### config.mk
export PLATFORM = sky130hd
export DESIGN_NAME = uart_rx_flat
export DESIGN_NICKNAME = d
export VERILOG_FILES = /design/src/rtl/uart_pkg.sv /design/src/rtl/uart_rx_if.sv /design/src/rtl/sync_2ff.sv /design/src/rtl/uart_rx.sv /design/src/flat_wrapper.sv
export SDC_FILE = /design/constraint.sdc
export NUM_CORES = 1
export LEC_CHECK = 0
export ABC_AREA = 1
export ABC_CLOCK_PERIOD_IN_PS = 4100
export BUFFER_PORTS_ARGS = -buffer_cell sky130_fd_sc_hd__buf_2
export CAP_MARGIN = 30
export CORE_MARGIN = 2
export CORE_UTILIZATION = 32
export DETAILED_ROUTE_END_ITERATION = 8
export SLEW_MARGIN = 20
export SYNTH_ARGS = -nofsm -noshare
export SYNTH_HDL_FRONTEND = slang
export SYNTH_SLANG_ARGS = --single-unit
export TNS_END_PERCENT = 100
### constraint.sdc
create_clock -name clk -period 4.1 [get_ports clk]
set_input_delay 0.205 -clock clk [delete_from_list [all_inputs] [get_ports clk]]
set_output_delay 0.205 -clock clk [all_outputs]
set_load 0.01 [all_outputs]
### src/rtl/uart_pkg.sv
// Shared UART definitions: receiver/transmitter FSM states and default framing constants.
package uart_pkg;

   localparam int unsigned DEFAULT_DATA_BITS  = 8;
   localparam int unsigned DEFAULT_OVERSAMPLE = 16;

   typedef enum logic [1:0] {
      IDLE,
      START,
      DATA,
      STOP
   } uart_state_e;

endpackage

### src/rtl/uart_rx_if.sv
// Receive-side byte handshake and error pulses between uart_rx (master) and its consumer (slave).
interface uart_rx_if
   import uart_pkg::*;
#(
   parameter int unsigned DATA_BITS = DEFAULT_DATA_BITS
);

   logic [DATA_BITS-1:0] dout;
   logic                 rx_valid;
   logic                 rx_ready;
   logic                 frame_err;
   logic                 overrun_err;

   modport master (
      output dout,
      output rx_valid,
      output frame_err,
      output overrun_err,
      input  rx_ready
   );

   modport slave (
      input  dout,
      input  rx_valid,
      input  frame_err,
      input  overrun_err,
      output rx_ready
   );

endinterface

### src/rtl/sync_2ff.sv
// Two-flop synchronizer for a single asynchronous input; reset value is a parameter.
module sync_2ff #(
   parameter logic RESET_VAL = 1'b1
) (
   input  logic clk,
   input  logic rst_n,
   input  logic d,
   output logic q
);

   logic meta;

   always_ff @(posedge clk or negedge rst_n) begin
      if (!rst_n) begin
         meta <= RESET_VAL;
         q    <= RESET_VAL;
      end else begin
         meta <= d;
         q    <= meta;
      end
   end

endmodule

### src/rtl/uart_rx.sv
// Oversampling UART receiver: start-bit validation at mid-bit, LSB-first data, stop-bit check,
// one-deep output register with valid/ready handshake, frame and overrun error pulses.
module uart_rx
   import uart_pkg::*;
#(
   parameter int unsigned DATA_BITS  = DEFAULT_DATA_BITS,
   parameter int unsigned OVERSAMPLE = DEFAULT_OVERSAMPLE
) (
   input  logic      clk,
   input  logic      rst_n,
   input  logic      tick,
   input  logic      rx,
   uart_rx_if.master bus
);

   localparam int unsigned CW = $clog2(OVERSAMPLE);
   localparam int unsigned BW = $clog2(DATA_BITS) + 1;

   localparam logic [CW-1:0] MID_TICK  = CW'(OVERSAMPLE / 2 - 1);
   localparam logic [CW-1:0] LAST_TICK = CW'(OVERSAMPLE - 1);
   localparam logic [BW-1:0] LAST_BIT  = BW'(DATA_BITS - 1);

   logic rx_s;

   uart_state_e          state, state_nxt;
   logic [CW-1:0]        tcnt, tcnt_nxt;
   logic [BW-1:0]        bidx, bidx_nxt;
   logic [DATA_BITS-1:0] shreg, shreg_nxt;

   logic stop_done;
   logic load;
   logic frame;
   logic overrun;

   sync_2ff #(
      .RESET_VAL (1'b1)
   ) u_sync (
      .clk   (clk),
      .rst_n (rst_n),
      .d     (rx),
      .q     (rx_s)
   );

   always_ff @(posedge clk or negedge rst_n) begin
      if (!rst_n) begin
         state           <= IDLE;
         tcnt            <= '0;
         bidx            <= '0;
         shreg           <= '0;
         bus.dout        <= '0;
         bus.rx_valid    <= 1'b0;
         bus.frame_err   <= 1'b0;
         bus.overrun_err <= 1'b0;
      end else begin
         state <= state_nxt;
         tcnt  <= tcnt_nxt;
         bidx  <= bidx_nxt;
         shreg <= shreg_nxt;
         if (load) begin
            bus.dout <= shreg;
         end
         // A load in the handshake cycle keeps valid high with the fresh byte.
         bus.rx_valid    <= load | (bus.rx_valid & ~bus.rx_ready);
         bus.frame_err   <= frame;
         bus.overrun_err <= overrun;
      end
   end

   always_comb begin
      state_nxt = state;
      tcnt_nxt  = tcnt;
      bidx_nxt  = bidx;
      shreg_nxt = shreg;
      if (tick) begin
         case (state)
            IDLE: begin
               if (!rx_s) begin
                  state_nxt = START;
                  tcnt_nxt  = '0;
               end
            end
            START: begin
               if (tcnt == MID_TICK) begin
                  tcnt_nxt  = '0;
                  bidx_nxt  = '0;
                  state_nxt = rx_s ? IDLE : DATA;
               end else begin
                  tcnt_nxt = tcnt + 1'b1;
               end
            end
            DATA: begin
               if (tcnt == LAST_TICK) begin
                  shreg_nxt = {rx_s, shreg[DATA_BITS-1:1]};
                  tcnt_nxt  = '0;
                  bidx_nxt  = bidx + 1'b1;
                  if (bidx == LAST_BIT) begin
                     state_nxt = STOP;
                  end
               end else begin
                  tcnt_nxt = tcnt + 1'b1;
               end
            end
            STOP: begin
               // Leave at mid-stop-bit so a back-to-back start edge is not missed.
               if (tcnt == LAST_TICK) begin
                  state_nxt = IDLE;
                  tcnt_nxt  = '0;
               end else begin
                  tcnt_nxt = tcnt + 1'b1;
               end
            end
            default: begin
               state_nxt = IDLE;
            end
         endcase
      end
   end

   always_comb begin
      stop_done = tick && (state == STOP) && (tcnt == LAST_TICK);
      load      = stop_done && rx_s && (!bus.rx_valid || bus.rx_ready);
      frame     = stop_done && !rx_s;
      overrun   = stop_done && rx_s && bus.rx_valid && !bus.rx_ready;
   end

endmodule

### src/flat_wrapper.sv
// flat-port wrapper written by rule: the top's interface ports become plain ports
module uart_rx_flat import uart_pkg::*;
#(
   parameter int unsigned DATA_BITS  = DEFAULT_DATA_BITS,
   parameter int unsigned OVERSAMPLE = DEFAULT_OVERSAMPLE
)
  (clk, rst_n, tick, rx, bus_dout, bus_rx_valid, bus_frame_err, bus_overrun_err, bus_rx_ready);
  uart_rx_if #(.DATA_BITS(DATA_BITS)) bus_i ();
  input  logic clk;
  input  logic rst_n;
  input  logic tick;
  input  logic rx;
  output wire logic [$bits(bus_i.dout)-1:0] bus_dout;
  output wire logic [$bits(bus_i.rx_valid)-1:0] bus_rx_valid;
  output wire logic [$bits(bus_i.frame_err)-1:0] bus_frame_err;
  output wire logic [$bits(bus_i.overrun_err)-1:0] bus_overrun_err;
  input wire logic [$bits(bus_i.rx_ready)-1:0] bus_rx_ready;
  assign bus_dout = bus_i.dout;
  assign bus_rx_valid = bus_i.rx_valid;
  assign bus_frame_err = bus_i.frame_err;
  assign bus_overrun_err = bus_i.overrun_err;
  assign bus_i.rx_ready = bus_rx_ready;
  uart_rx #(.DATA_BITS(DATA_BITS), .OVERSAMPLE(OVERSAMPLE)) u_core (.clk(clk), .rst_n(rst_n), .tick(tick), .rx(rx), .bus(bus_i));
endmodule
# ---- Word-level counts from Yosys, hierarchy flattened
# Index checks and enable logic that the tools add are counted.
dict set report totals {
  regBits 31
  in_bits 5
  output_inout_bits 11
  elab_cells 58
}
dict set report op_classes {
  n_addsub 2
  eq_ne 11
  n_mux 14
  bitwise 3
  n_reduce_logical 18
}
# op count
set ops {}
lappend ops {{$mux 4} 5}
lappend ops {{$mux 2} 6}
lappend ops {{$pmux 4 s3} 1}
lappend ops {{$add 4x1->4 const B} 2}
lappend ops {{$eq 4x3->1 const B} 2}
lappend ops {{$ne 2x1->1 const B} 4}
lappend ops {{$pmux 2 s4} 1}
lappend ops {{$pmux 4 s2} 1}
lappend ops {{$logic_and 1x1->1} 7}
lappend ops {{$reduce_and 6->1} 1}
lappend ops {{$eq 2x2->1 const B} 2}
lappend ops {{$eq 4x4->1 const B} 1}
lappend ops {{$reduce_and 4->1} 1}
lappend ops {{$logic_not 1->1} 3}
lappend ops {{$reduce_and 3->1} 1}
lappend ops {{$eq 2x1->1 const B} 1}
lappend ops {{$logic_not 2->1} 1}
lappend ops {{$ne 2x2->1 const B} 1}
lappend ops {{$reduce_and 2->1} 1}
lappend ops {{$reduce_bool 2->1} 1}
lappend ops {{$reduce_or 2->1} 1}
lappend ops {{$and 1x1->1} 1}
lappend ops {{$logic_or 1x1->1} 1}
lappend ops {{$not 1->1} 1}
lappend ops {{$or 1x1->1} 1}

# ---- Logic depth before layout (Yosys ltp)
dict set report depth {
  depth_word 6
  mapped_depth 10
}

# ---- Modules after synthesis
# Synthesis repeated with hierarchy kept, for this count alone.
dict set report hier_totals {
  hier_cells 153
  area_unflattened_um2 1400.1
}
# module instances cells_per_inst area_per_inst_um2 seq_area_each_um2
set by_module_without_submodules {}
lappend by_module_without_submodules {uart_rx 1 151 1347.5 725.7}
lappend by_module_without_submodules {sync_2ff 1 2 52.6 52.6}

# ---- Least setup slack after synthesis
# Ideal clock, no wire load.
dict set report synth_timing {
  path_type {reg-to-reg}
  from {register u_core.state[0]}
  to {register u_core.shreg[1]}
  setup_time_ps 126
  arrival_time_ps 1386
  required_time_ps 3974
  setup_slack_ps 2588
  path_stages_with_launch 7
  path_buffers 1
  cell_sequence {dfrtp_1 -> inv_1 -> ha_1 -> inv_1 -> nor3_4 -> buf_6 -> o21ai_0}
}
dict set report synth_via {
  elab_chain_len 2
}
# element line
set synth_lines {}
lappend synth_lines {{from (decl)} uart_rx.sv:25} ;# uart_state_e state, state_nxt;
lappend synth_lines {{from (signal assigned)} uart_rx.sv:55} ;# state <= state_nxt;
lappend synth_lines {{$eq 2x2->1} uart_rx.sv:75} ;# case (state)
lappend synth_lines {{$reduce_and 3->1 (no line)} n/a}
lappend synth_lines {{to (signal assigned)} uart_rx.sv:58} ;# shreg <= shreg_nxt;
lappend synth_lines {{to (decl)} uart_rx.sv:28} ;# logic [DATA_BITS-1:0] shreg, shreg_nxt;
# No other way between the ends.
# A chain may end at the register's enable or synchronous reset.

# ---- Final worst setup path
dict set report layout_timing {
  from {register u_core.state[0]}
  to {register u_core.shreg[4]}
}
# Same word-level chain as after synthesis.

==> run_results.csv <==
group,metric,value,unit
synth,yosysTopAreaCell,"dfrtp_1",
routing,viasPerCell,4.554,
critical_path,cp_top_family,"simple AND/OR/NAND/NOR gates",
placement,dp_hpwl,1900,um
synth,yosysWarnings,0,
sta,fmax,554.6,MHz
critical_path,crit_buf_inv,2,
synth,synth_fp_nets,179,
routing,routed_wl,2634,um
min_path,hold_class,"in -> reg",
floorplan,rows,24,
critical_path,crit_arrival,2000,ps
synth,synth_top_area_share,48.82,%
sta,clock_skew,8.009,ps
sta,slew_violations,0,
synth,async_reset_ff_share,100.0,%
synth,synth-seq-area-share,52.36,%
finish,syn_to_final_growth,14.98,%
synth,yosysMostFrequentCell,"nand2_1",
routing,num_vias,1093,
critical_path,r2r-start,"u_core.state[0]",
routing,drc,0,
status,status,"finished, final reports clean",
critical_path,critPathMaxStageDelay,490,ps
sta,timing.final.crit_share,43.98,%
power_and_ir_drop,p_leak,0.0008925,uW
global_route,overflow,0,
floorplan,die_h,72.16,um
clock_network,cts_buffer_depth,2,
min_path,hold_start,"rx",
critical_path,crit_start,"u_core.state[0]",
synth,avgSynthCellArea,8.901,um2
global_route,grt_pass1_vias,1089,
global_route,grt_pass1_wl,4616,um
critical_path,slowest_stage,"nor3_4",
floorplan,core_region_area,4414,um2
clock_network,cts_tree,"built",
clock_network,clock-root-buffer,"clkbuf_8",
critical_path,crit_top_cell,"inv_1",
power_and_ir_drop,total_power,802.0,uW
floorplan,num_io_pins,16,
critical_path,start_kind,"register",
clock_network,cts_resized,0,
synth,ys.flop_type,"dfrtp_1",
sta,max_slew_margin,54.40,%
power_and_ir_drop,ir_worst_vdd,0.2085,mV
synth,ys_ff_latch,31,
critical_path,crit_type,"reg -> reg",
clock_network,htree_levels,2,
global_route,antenna_found_initial,0,
synth,synthDistinctLibCells,18,
sta,fin_crit,1803,ps
clock_network,clock_latency,280,ps
floorplan,initial_utilization,33.67,%
finish,antenna_cells,0,
clock_network,cts_inserted_buffers,5,
sta,rsz0062_at_grt,"false",
clock_network,path_clk_slew,70,ps
critical_path,crit_chain,"inv_1, ha_1, inv_1, nor3_4, nor2_1, a21oi_1",
global_route,track_usage,11.48,%
critical_path,end_kind,"register",
routing,wire_per_inst,10.98,um
placement,port_buffers,15,
floorplan,die_w,72.16,um
sta,finalSetupViolCount,0,
floorplan,dieArea,5206,um2
synth,syn_inst,167,
run,drv_cap,0,
critical_path,crit_required,4300,ps
synth,yosys-top-cells-count,"49 x nand2_1, 29 x dfrtp_1, 19 x inv_1",
finish,layout-drive-gt1-share,15.96,%
synth,synth_edf_count,0,
clock_network,clock_sinks,31,
routing,route.antenna.remaining_nets,0,
sta,tns,0,ps
global_route,grt_max_degree,32,
routing,firstDrtPassIters,4,
finish,nets,199,
sta,worst_pin_slew,684.0,ps
placement,gp_congestion,0.7398,
sta,hold_viol_final,0,
routing,drt_iter0_markers,46,
power_and_ir_drop,power_density,469.2,nW/um2
synth,syn_area,1486,um2
synth,synthTopCellsByArea,"dfrtp_1 49%, nand2_1 12%, ha_1 5.9%",
critical_path,worstPathMaxFanout,16,
sta,finalHoldWorstSlack,24.98,ps
metrics by stage:
step,instance area (um2),util (%),setup WS (ps),cells
after floorplan,1486,-,2588,167
after global placement,1608,36.42,2419,231
after detailed placement,1608,36.42,2329,231
after CTS,1709,38.72,2303,240
after global routing,1709,38.72,2068,240
final,1709,38.72,2297,240
metal layers:
| metal | up-vias | share of wire [%] | track usage, % |
|---|---|---|---|
| li1 | 581 | - | - |
| met1 | 486 | 50 | 13.91 |
| met2 | 21 | 44 | 18.25 |
| met3 | 5 | 3.8 | 3.056 |
| met4 | 0 | 2.3 | 6.918 |
| met5 | - | 0 | 0 |
layout make-up:
type | instances | area [um2]
Clock buffer | 7 | 86.33
Fill cell | 439 | 2705
Multi-Input combinational cell | 114 | 618.1
Inverter | 19 | 71.32
Tap cell | 52 | 65.06
Timing Repair Buffer | 16 | 85.08
Sequential cell | 31 | 778.2
Clock inverter | 1 | 5.005
state kept, by name, indices dropped and copies added (netlist names), named ones only:
register                count
u_core.bus.overrun_err      1
u_core.u_sync.q             1
u_core.state                1
u_core.bidx                 4
u_core.tcnt                 4
u_core.bus.frame_err        1
u_core.shreg                8
u_core.bus.dout             8
u_core.bus.rx_valid         1
u_core.u_sync.meta          1
logic make-up after synthesis:
logic type	count (synthesis)	synth area share, %
AND/OR/NAND/NOR	87	28.45
adder cells (fa/ha/maj)	7	5.892
AO/OA/AOI/OAI	18	6.060
XOR/XNOR	2	1.179
flip-flops	31	52.36
buffers and inverters	22	6.060
placed cells by master (no fill, tap or decap), drive strengths merged:
| cell type | netlist | final |
|---|---|---|
| nand4 | 9 | 9 |
| a21oi | 7 | 7 |
| inv | 19 | 19 |
| buf | 2 | 15 |
| nor2 | 11 | 11 |
| or2 | 2 | 2 |
| dfrtp | 29 | 29 |
| o21ai | 11 | 11 |
| xor2 | 2 | 2 |
| ha | 7 | 7 |
| clkinv | 0 | 1 |
| nand3 | 13 | 13 |
| dfstp | 2 | 2 |
| nand2 | 49 | 49 |
| dlygate4sd3 | 0 | 1 |
| nor4 | 1 | 1 |
| nor3 | 2 | 2 |
| clkbuf | 1 | 7 |
final timing paths:
| path | endpoint | slack [ps] | cells after the start |
|---|---|---|---|
| min in group asynchronous | u_core.bus.dout[3] | 500 | 2 |
| min reg2reg | u_core.u_sync.q | 360 | 0 |
| max reg2reg | u_core.shreg[4] | 2300 | 6 |
| min | u_core.u_sync.meta | 20 | 1 |
| max | u_core.shreg[4] | 2300 | 6 |
| max in group asynchronous | u_core.bus.dout[1] | 3150 | 2 |
power by group:
part	switching, uW	total, uW	leakage, uW	internal, uW
clock	108	243	0.0000482	135
sequential	32.7	370	0.000403	337
combinational	123	189	0.000441	65.9
repair_timing:
item,4_1_cts,5_1_grt
hold endpoints to repair,29,0
hold buffers,1,0
buffers inserted,0,0
worst reg2reg max path, stage by stage (launching register included):
cell     delay (ps)
dfrtp_1         430
inv_1           130
ha_1            290
inv_1           160
nor3_4          490
nor2_1           80
a21oi_1         140
Power figures use the tool's default switching activity.
